**config.mk**
```make
export PLATFORM = sky130hd
export DESIGN_NAME = rs_cmd_gen
export DESIGN_NICKNAME = d
export VERILOG_FILES = /design/src/rtl/rs_pkg.sv /design/src/rtl/rs_cmd_gen_db_cell.sv /design/src/rtl/rs_cmd_gen.sv
export SDC_FILE = /design/constraint.sdc
export NUM_CORES = 1
export LEC_CHECK = 0
export CAP_MARGIN = 30
export CORE_UTILIZATION = 52
export CTS_CLUSTER_DIAMETER = 30
export DETAILED_ROUTE_END_ITERATION = 10
export GPL_ROUTABILITY_DRIVEN = 1
export PLACE_DENSITY = 0.73
export RECOVER_POWER = 50
export SETUP_SLACK_MARGIN = 0.15
export SYNTH_ARGS = -nofsm -noshare
export SYNTH_HDL_FRONTEND = slang
export SYNTH_HIERARCHICAL = 1
export SYNTH_SLANG_ARGS = --single-unit
```
**constraint.sdc**
```tcl
create_clock -name clk -period 1.8 [get_ports clk]
set_input_delay 0.36 -clock clk [delete_from_list [all_inputs] [get_ports clk]]
set_output_delay 0.36 -clock clk [all_outputs]
set_load 0.02 [all_outputs]
```
**src/rtl/rs_pkg.sv**
```systemverilog
// Shared definitions for the set/reset command generator: default debounce
// sizing, arbitration priority encodings and the {r,s} command encoding.
package rs_pkg;

   // Default debounce length (clk cycles) and the counter width that holds it.
   localparam int DB_MAX_DEF = 1000000;
   localparam int CNT_W_DEF  = 20;

   // Simultaneous-edge priority selector values.
   localparam int PRIO_SET = 0;
   localparam int PRIO_RST = 1;

   // Command presented to the flip-flop stage, packed as {r, s}.
   // Code 2'b11 would drive the downstream latch to an undefined state and is
   // never produced.
   typedef enum logic [1:0] {
      HOLD = 2'b00,
      SET  = 2'b01,
      RST  = 2'b10
   } cmd_e;

   // True for every code that may legally be presented downstream.
   function automatic logic cmd_legal(input logic [1:0] code);
      return (code != 2'b11);
   endfunction

endpackage

```
**src/rtl/rs_cmd_gen_db_cell.sv**
```systemverilog
// One input channel: 2-flop synchronizer, restart-on-glitch debouncer and
// rising-edge detector on the accepted level.
module db_cell #(
   parameter int DB_MAX = 1000000,
   parameter int CNT_W  = 20
) (
   input  logic clk,
   input  logic rst_n,
   input  logic din,
   output logic lvl,
   output logic rise
);

   // Terminal count: the DB_MAX-th consecutive differing sample flips the level.
   localparam logic [CNT_W-1:0] CNT_LAST = CNT_W'(DB_MAX - 1);

   logic             sync1;
   logic             sync2;
   logic             lvl_q;
   logic             lvl_d;
   logic [CNT_W-1:0] cnt;

   // Bring the asynchronous input into the clk domain.
   always_ff @(posedge clk or negedge rst_n) begin
      if (!rst_n) begin
         sync1 <= 1'b0;
         sync2 <= 1'b0;
      end else begin
         sync1 <= din;
         sync2 <= sync1;
      end
   end

   // Accept a new level only after it has differed from the current one for
   // DB_MAX consecutive cycles; any return to equality restarts the count.
   always_ff @(posedge clk or negedge rst_n) begin
      if (!rst_n) begin
         cnt   <= '0;
         lvl_q <= 1'b0;
      end else if (sync2 == lvl_q) begin
         cnt <= '0;
      end else if (cnt == CNT_LAST) begin
         lvl_q <= sync2;
         cnt   <= '0;
      end else begin
         cnt <= cnt + CNT_W'(1);
      end
   end

   // One-cycle history of the accepted level for edge detection.
   always_ff @(posedge clk or negedge rst_n) begin
      if (!rst_n) begin
         lvl_d <= 1'b0;
      end else begin
         lvl_d <= lvl_q;
      end
   end

   assign lvl  = lvl_q;
   assign rise = lvl_q & ~lvl_d;

endmodule

```
**src/rtl/rs_cmd_gen.sv**
```systemverilog
// Command generator feeding the set/reset flip-flop stage: two independent
// debounced channels, same-cycle arbitration and registered s/r pulses that
// are never high together.
module rs_cmd_gen
   import rs_pkg::*;
#(
   parameter int DB_MAX = DB_MAX_DEF,
   parameter int CNT_W  = CNT_W_DEF,
   parameter int PRIO_R = PRIO_RST
) (
   input  logic clk,
   input  logic rst_n,
   input  logic set_raw,
   input  logic clr_raw,
   output logic s,
   output logic r,
   output logic conflict,
   output logic set_lvl,
   output logic clr_lvl
);

   logic rise_set;
   logic rise_clr;
   cmd_e cmd_nxt;
   cmd_e cmd_q;
   logic conf_nxt;
   logic conf_q;

   db_cell #(
      .DB_MAX (DB_MAX),
      .CNT_W  (CNT_W)
   ) u_db_set (
      .clk   (clk),
      .rst_n (rst_n),
      .din   (set_raw),
      .lvl   (set_lvl),
      .rise  (rise_set)
   );

   db_cell #(
      .DB_MAX (DB_MAX),
      .CNT_W  (CNT_W)
   ) u_db_clr (
      .clk   (clk),
      .rst_n (rst_n),
      .din   (clr_raw),
      .lvl   (clr_lvl),
      .rise  (rise_clr)
   );

   // Arbitrate the two rising edges; on a tie the losing press is dropped.
   always_comb begin
      cmd_nxt  = HOLD;
      conf_nxt = 1'b0;
      if (rise_set && rise_clr) begin
         conf_nxt = 1'b1;
         cmd_nxt  = (PRIO_R == PRIO_RST) ? RST : SET;
      end else if (rise_set) begin
         cmd_nxt = SET;
      end else if (rise_clr) begin
         cmd_nxt = RST;
      end
   end

   // Output registers: one-cycle pulses, cleared by reset.
   always_ff @(posedge clk or negedge rst_n) begin
      if (!rst_n) begin
         cmd_q  <= HOLD;
         conf_q <= 1'b0;
      end else begin
         cmd_q  <= cmd_nxt;
         conf_q <= conf_nxt;
      end
   end

   assign s        = cmd_q[0];
   assign r        = cmd_q[1];
   assign conflict = conf_q;

endmodule

```
==> results of run 1 <==
-- cells in the final DEF (no fill, tap or decap), types with 4 or more instances in the layout --
cell type	synthesis	final
o21ai_0	4	4
or3_1	4	4
nor4_2	2	4
buf_4	0	41
mux2i_1	4	4
nor4_1	8	4
dfrtp_2	0	11
nor3_1	10	10
nor2_1	38	36
xor2_1	10	10
inv_1	8	8
dfrtp_1	51	40
xnor2_1	22	22
clkbuf_8	0	5
nand2_1	12	12
nand4_1	6	6
nand3_1	12	12
and4_1	4	4
-- metrics by stage --
stage,setup TNS [ps],hold WS (ps),instance area (um2),setup WS (ps)
final,-67.0,228,3050,-67.0
after global routing,-172,349,3050,-172
after CTS,0,2.85,2820,95.5
after detailed placement,0,341,2640,42.8
after global placement,0,333,2640,115
after floorplan,0,64.4,2380,181
-- layout make-up --
cell class,instances,area share (%)
flip-flops and latches,51,42.3
multi-input cells,164,37.6
repair buffers,52,13.8
clock buffers,5,2.26
well taps,52,2.13
inverters,8,0.985
clock inverters,3,0.862
-- metal layers --
| metal | global-route usage, % | vias to the layer above | routed length (um) |
|---|---|---|---|
| li1 | - | 897 | - |
| met1 | 26.3 | 913 | 2290 |
| met2 | 30.9 | 66 | 2630 |
| met3 | 4.65 | 13 | 269 |
| met4 | 7.56 | 0 | 146 |
| met5 | 0 | - | 0 |
-- power by group through the flow --
stage               Clock [mW]  Combinational [mW]  Sequential (mW)
floorplan                    0              0.0312             1.19
global placement             0              0.0760             1.20
detailed placement           0              0.0753             1.20
CTS                      0.722              0.0820             1.17
global route             0.767               0.105             1.18
finish                   0.709              0.0911             1.17
-- cell families after synthesis --
group,Yosys count
fa+ha+maj,2
buf+inv,11
simple gates,114
xor+xnor,32
compound gates,10
flops,51
mux,6
-- worst min-delay path by stage --
stage	from	endpoint	slack (ps)
after floorplan	rst_n	cmd_q[0]	60
after global placement	u_db_set/sync1	u_db_set/sync2	330
after detailed placement	u_db_set/sync1	u_db_set/sync2	340
after CTS	rst_n	u_db_clr/cnt[7]	3
after global routing	rst_n	u_db_clr/cnt[7]	350
final	rst_n	u_db_clr/cnt[7]	230
-- sequential cells by signal, summed over array words and instances (netlist names) --
name / flops
u_db_clr/sync1: 1
u_db_set/sync1: 1
u_db_clr/lvl_d: 1
u_db_set/sync2: 1
cmd_q: 2
u_db_clr/sync2: 1
conflict: 1
u_db_set/lvl: 1
u_db_set/cnt: 20
u_db_clr/lvl: 1
u_db_clr/cnt: 20
u_db_set/lvl_d: 1
-- repair_timing --
item | CTS | global route
pin swaps | 6 | 7
setup buffers | 8 | 19
endpoints found under the setup margin | 11 | 41
cloned | 0 | 1
resized for setup | 9 | 25
==> impl_metrics.env, run 1 <==
export IMPL_power_switching_mw=0.491
export IMPL_grtUsageTotal_pct=19.6
export IMPL_synth_compound_area_share_pct=2.41
export IMPL_slew_viol_final=0
export IMPL_period_minus_slack_ps=1870
export IMPL_synth_area_leaders="dfrtp_1 (54%), xnor2_1 (8.1%), nor2_1 (6.0%)"
export IMPL_setup_viol=1
export IMPL_regToRegSetupSlack_ps=-70
export IMPL_setup_ws_ps=-67.0
export IMPL_leakagePower_nw=1.32
export IMPL_dr_pass1_iters=4
export IMPL_placed_cells=299
export IMPL_grt_pass1_wl_um=7480
export IMPL_diodes=0
export IMPL_sequentialPowerShare_pct=59.5
export IMPL_antenna_found_initial=0
export IMPL_synth_top_cell_area_share_pct=53.5
export IMPL_multiInputGateArea_um2=1150
export IMPL_cts_sinks=51
export IMPL_r2r_end="u_db_set/cnt[18]"
export IMPL_cp_max_fo=4
export IMPL_fp_dieH_um=69.7
export IMPL_drc=0
export IMPL_yosysMostFrequentCell="dfrtp_1"
export IMPL_synth_simple_gate_area_share_pct=26.8
export IMPL_max_cap_viol_count=0
export IMPL_synthAdderAreaFrac_pct=1.05
export IMPL_slowest_stage="dfrtp_1"
export IMPL_intPower_mw=1.48
export IMPL_yosys_warnings=6
export IMPL_syn_inst=226
export IMPL_fp_coreArea_um2=4380
export IMPL_drtIter0Drc=133
export IMPL_gp_congestion=0.804
export IMPL_p_clk_share_pct=35.9
export IMPL_grt_max_degree=33
export IMPL_wirelength_um=5330
export IMPL_reg2reg_depth=5
export IMPL_nNetsFinal=288
export IMPL_switching_share_pct=24.9
export IMPL_clock_skew_ps=17.6
export IMPL_dp_hpwl_um=2910
export IMPL_ctsRootBufferMaster="clkbuf_8"
export IMPL_cp_num_cells=5
export IMPL_h_tree_depth=2
export IMPL_violations="negative setup slack"
export IMPL_finalHoldViolCount=0
export IMPL_cts_reportedPaths_clkPinSlew_ps=110
export IMPL_regArea_um2=1290
export IMPL_grt_ovfl_total=0
export IMPL_drive_above_1_share_pct=30.7
export IMPL_final_util_pct=69.5
export IMPL_syn2layout_area_growth_pct=27.9
export IMPL_yosys_top_cells_count="dfrtp_1 (51), nor2_1 (38), xnor2_1 (22)"
export IMPL_syn_avg_cell_area_um2=10.5
export IMPL_synth_top_family_by_area="simple AND/OR/NAND/NOR gates"
export IMPL_total_power_mw=1.97
export IMPL_post_route_period_util_pct=104
export IMPL_grt_pass1_vias=1580
export IMPL_tightest_slew_ps=1130
export IMPL_vias_per_cell=5.64
export IMPL_arrival_ps=2060
export IMPL_yosys_register_bits=51
export IMPL_endpoint_kind="register"
export IMPL_path_delay_family="simple AND/OR/NAND/NOR gates"
export IMPL_hold_buffers=0
export IMPL_syn_cell_area_um2=2380
export IMPL_num_vias=1889
export IMPL_port_buffers=8
export IMPL_cts_tree="yes"
export IMPL_worst_r2r_startpoint="u_db_set/cnt[14]"
export IMPL_rows=24
export IMPL_ys_seq_area_share_pct=53.5
export IMPL_cts_buffer_depth=2
export IMPL_p_per_area_nw_per_um2=647
export IMPL_status="complete, but fails checks"
export IMPL_synthMuxAreaShare_pct=2.62
export IMPL_crit_required_ps=1990
export IMPL_die_w_um=69.7
export IMPL_numCtsBuffers=5
export IMPL_synthArstFlopShare_pct=100
export IMPL_critPathCapture="u_db_set/cnt[18]"
export IMPL_clock_latency_ps=320
export IMPL_instances_no_fill=335
export IMPL_crit_chain="nand4_1, buf_4, nor4_4, mux2i_1, nor4b_1"
export IMPL_rsz0062_at_grt="yes"
export IMPL_io_pins=9
export IMPL_critPathBufInv=1
export IMPL_synth_ff_type="dfrtp_1"
export IMPL_vdd_ir_drop_max_v=0.000363
export IMPL_max_stage_delay_ps=420
export IMPL_comb_power_share_pct=4.6
export IMPL_drtAntennaViolNets=0
export IMPL_synth_xor_area_share_pct=11.8
export IMPL_cp_startpoint="u_db_set/cnt[14]"
export IMPL_yosysTopAreaCell="dfrtp_1"
export IMPL_post_drt_wl_per_cell_um=15.9
export IMPL_max_freq_mhz=536
export IMPL_start_kind="register"
export IMPL_min_path_type="in2async"
export IMPL_syn_nets=232
export IMPL_critPathKind="reg2reg"
export IMPL_dieArea_um2=4860
export IMPL_nFillCells=308
export IMPL_ys_types=28
export IMPL_synth_edff_count=0
export IMPL_max_slew_margin_pct=24.7
export IMPL_start_util_pct=54.4
Power figures use the tool's default switching activity.
==> run 2, diff against run 1 <==
--- a/config.mk
+++ b/config.mk
@@ -6,6 +6,7 @@
 export NUM_CORES = 1
 export LEC_CHECK = 0
 export CAP_MARGIN = 30
+export CORE_MARGIN = 2
 export CORE_UTILIZATION = 52
 export CTS_CLUSTER_DIAMETER = 30
 export DETAILED_ROUTE_END_ITERATION = 10
@@ -13,6 +14,7 @@
 export PLACE_DENSITY = 0.73
 export RECOVER_POWER = 50
 export SETUP_SLACK_MARGIN = 0.15
+export SLEW_MARGIN = 20
 export SYNTH_ARGS = -nofsm -noshare
 export SYNTH_HDL_FRONTEND = slang
 export SYNTH_HIERARCHICAL = 1
==> run 2 against run 1 <==
- the run now ends clean
- sequential power is essentially flat
- critical path depth shrank 1
- flip-flop and latch count is the same
- via count grew 0.53%
- critical endpoint is now u_db_clr/cnt[17]
==> impl_metrics.env, run 2 (synthesized netlist as in run 1, its figures left out) <==
export IMPL_grtUsageTotal_pct=20.1
export IMPL_worst_r2r_startpoint="u_db_clr/cnt[9]"
export IMPL_status="complete, no violations"
export IMPL_final_area_um2=3120
export IMPL_final_cell_mix="dfrtp_1 (38), nor2_1 (36), buf_4 (35), xnor2_1 (22), dfrtp_2 (13)"
export IMPL_rsz0062_at_grt="yes"
export IMPL_setup_ws_ps=110
export IMPL_place_area_um2=2640
export IMPL_final_util_pct=71.2
export IMPL_syn2layout_area_growth_pct=30.9
export IMPL_regToRegSetupSlack_ps=110
export IMPL_post_drt_wl_per_cell_um=16.6
export IMPL_reg2reg_depth=4
export IMPL_placed_cells=299
export IMPL_rows=24
export IMPL_dieArea_um2=5140
export IMPL_min_path_type="in2async"
export IMPL_drtAntennaViolNets=0
export IMPL_reg_top3="u_db_clr/cnt (20), u_db_set/cnt (20), cmd_q (2)"
export IMPL_grt_ovfl_total=0
export IMPL_slowest_stage="or4_4"
export IMPL_drive_above_1_share_pct=31.5
export IMPL_slew_viol_final=0
export IMPL_r2r_end="u_db_clr/cnt[17]"
export IMPL_clock_skew_ps=11.6
export IMPL_h_tree_depth=2
export IMPL_intPower_mw=1.66
export IMPL_instances_no_fill=331
export IMPL_setup_viol=0
export IMPL_path_delay_family="simple AND/OR/NAND/NOR gates"
export IMPL_cts_buffer_depth=2
export IMPL_leakagePower_nw=1.34
export IMPL_diodes=0
export IMPL_finalHoldViolCount=0
export IMPL_fp_coreArea_um2=4380
export IMPL_ctsRootBufferMaster="clkbuf_8"
export IMPL_pre_cts_slack_ps=-10.1
export IMPL_start_kind="register"
export IMPL_critPathBufInv=0
export IMPL_max_cap_viol_count=0
export IMPL_die_w_um=71.7
export IMPL_antenna_found_initial=0
export IMPL_max_stage_delay_ps=560
export IMPL_cts_tree="yes"
export IMPL_sequentialPowerShare_pct=54.9
export IMPL_crit_chain="nand4_2, or4_4, or3_4, a21oi_2"
export IMPL_wirelength_um=5510
export IMPL_critPathKind="reg2reg"
export IMPL_grt_max_degree=33
export IMPL_vias_per_cell=5.74
export IMPL_switching_share_pct=22.5
export IMPL_start_util_pct=54.4
export IMPL_dr_pass1_iters=4
export IMPL_cts_sinks=51
export IMPL_numCtsBuffers=5
export IMPL_port_buffers=8
export IMPL_dp_hpwl_um=3020
export IMPL_io_pins=9
export IMPL_tightest_slew_ps=1160
export IMPL_p_clk_share_pct=40.4
export IMPL_post_route_period_util_pct=93.9
export IMPL_p_per_area_nw_per_um2=687
export IMPL_max_slew_margin_pct=23.0
export IMPL_grt_pass1_wl_um=7970
export IMPL_drtIter0Drc=235
export IMPL_num_vias=1899
export IMPL_max_freq_mhz=592
export IMPL_cts_reportedPaths_clkPinSlew_ps=100
export IMPL_cp_max_fo=5
export IMPL_endpoint_kind="register"
export IMPL_fp_dieH_um=71.7
export IMPL_drc=0
export IMPL_grt_pass1_vias=1711
export IMPL_final_common_cell="dfrtp_1"
export IMPL_clock_latency_ps=310
export IMPL_comb_power_share_pct=4.7
export IMPL_nFillCells=297
export IMPL_period_minus_slack_ps=1690
export IMPL_nNetsFinal=284
export IMPL_crit_required_ps=2050
export IMPL_arrival_ps=1940
export IMPL_gp_congestion=0.840
export IMPL_power_switching_mw=0.482
export IMPL_vdd_ir_drop_max_v=0.000716
-- run 2: changes by cell type in the layout (fill, tap and decap cells not counted), sizes merged --
cell | previous run | this run
buf | 44 | 40
bufinv | 0 | 1
clkbuf | 6 | 7
clkinv | 1 | 0
inv | 10 | 9
-- run 2: worst max path at each step --
stage	start	to	slack, ps	cells past startpoint
floorplan	u_db_clr/cnt[4]	u_db_clr/cnt[17]	180	4
global placement	u_db_clr/cnt[0]	u_db_clr/cnt[18]	90	5
detailed placement	u_db_clr/cnt[0]	u_db_clr/cnt[18]	-10	5
CTS	u_db_clr/cnt[1]	u_db_clr/lvl	90	5
global route	u_db_clr/cnt[0]	u_db_clr/lvl	50	6
finish	u_db_clr/cnt[9]	u_db_clr/cnt[17]	110	4
-- run 2: per-layer routing --
metal | GRT usage, % | routed length [um] | vias to the layer above | share of wire, %
li1 | - | - | 888 | -
met1 | 28.2 | 2450 | 929 | 44
met2 | 30.3 | 2650 | 64 | 48
met3 | 4.50 | 273 | 18 | 5.0
met4 | 8.18 | 143 | 0 | 2.6
met5 | 0 | 0 | - | 0
-- run 2: what timing repair did --
action / 4_1_cts / 5_1_grt
resized for setup: 19 / 30
setup buffers: 7 / 16
cloned: 0 / 1
endpoints found under the hold margin: 0 / 0
hold buffers: 0 / 0
endpoints found under the setup margin: 26 / 41
pin swaps: 6 / 15
-- run 2: area by class of cell --
cell class                 instances  area (um2)  area share [%]
clock inverter                     2        38.8            1.24
timing repair buffer              48         399            12.8
clock buffer                       6        82.6            2.65
multi-input combinational        164        1210            38.9
tap                               52        65.1            2.09
inverter                           8        30.0           0.962
sequential                        51        1290            41.4
-- run 2: worst register-to-register path, cell delays in order, from the launching register on --
cell and delay [ps]:
dfrtp_1 460, nand4_2 140, or4_4 560, or3_4 350, a21oi_2 110
-- run 2: stage by stage --
stage	power (mW)	TNS, ps	hold WS [ps]
detailed placement	1.27	-10.1	336
floorplan	1.23	0	64.4
global placement	1.27	0	334
finish	2.14	0	243
global route	2.21	0	347
CTS	2.12	0	6.63
-- run 2: power by group through the flow --
stage / logic (mW) / registers (mW) / clock network [mW]
floorplan: 0.0312 / 1.19 / 0
global placement: 0.0765 / 1.20 / 0
detailed placement: 0.0769 / 1.20 / 0
CTS: 0.0820 / 1.17 / 0.865
global route: 0.114 / 1.18 / 0.912
finish: 0.100 / 1.18 / 0.865
==> run 3, diff against run 2 <==
--- a/config.mk
+++ b/config.mk
@@ -8,7 +8,6 @@
 export CAP_MARGIN = 30
 export CORE_MARGIN = 2
 export CORE_UTILIZATION = 52
-export CTS_CLUSTER_DIAMETER = 30
 export DETAILED_ROUTE_END_ITERATION = 10
 export GPL_ROUTABILITY_DRIVEN = 1
 export PLACE_DENSITY = 0.73
==> results of run 3 <==
The final DEF is identical to that of run 2; final timing and power are the same.
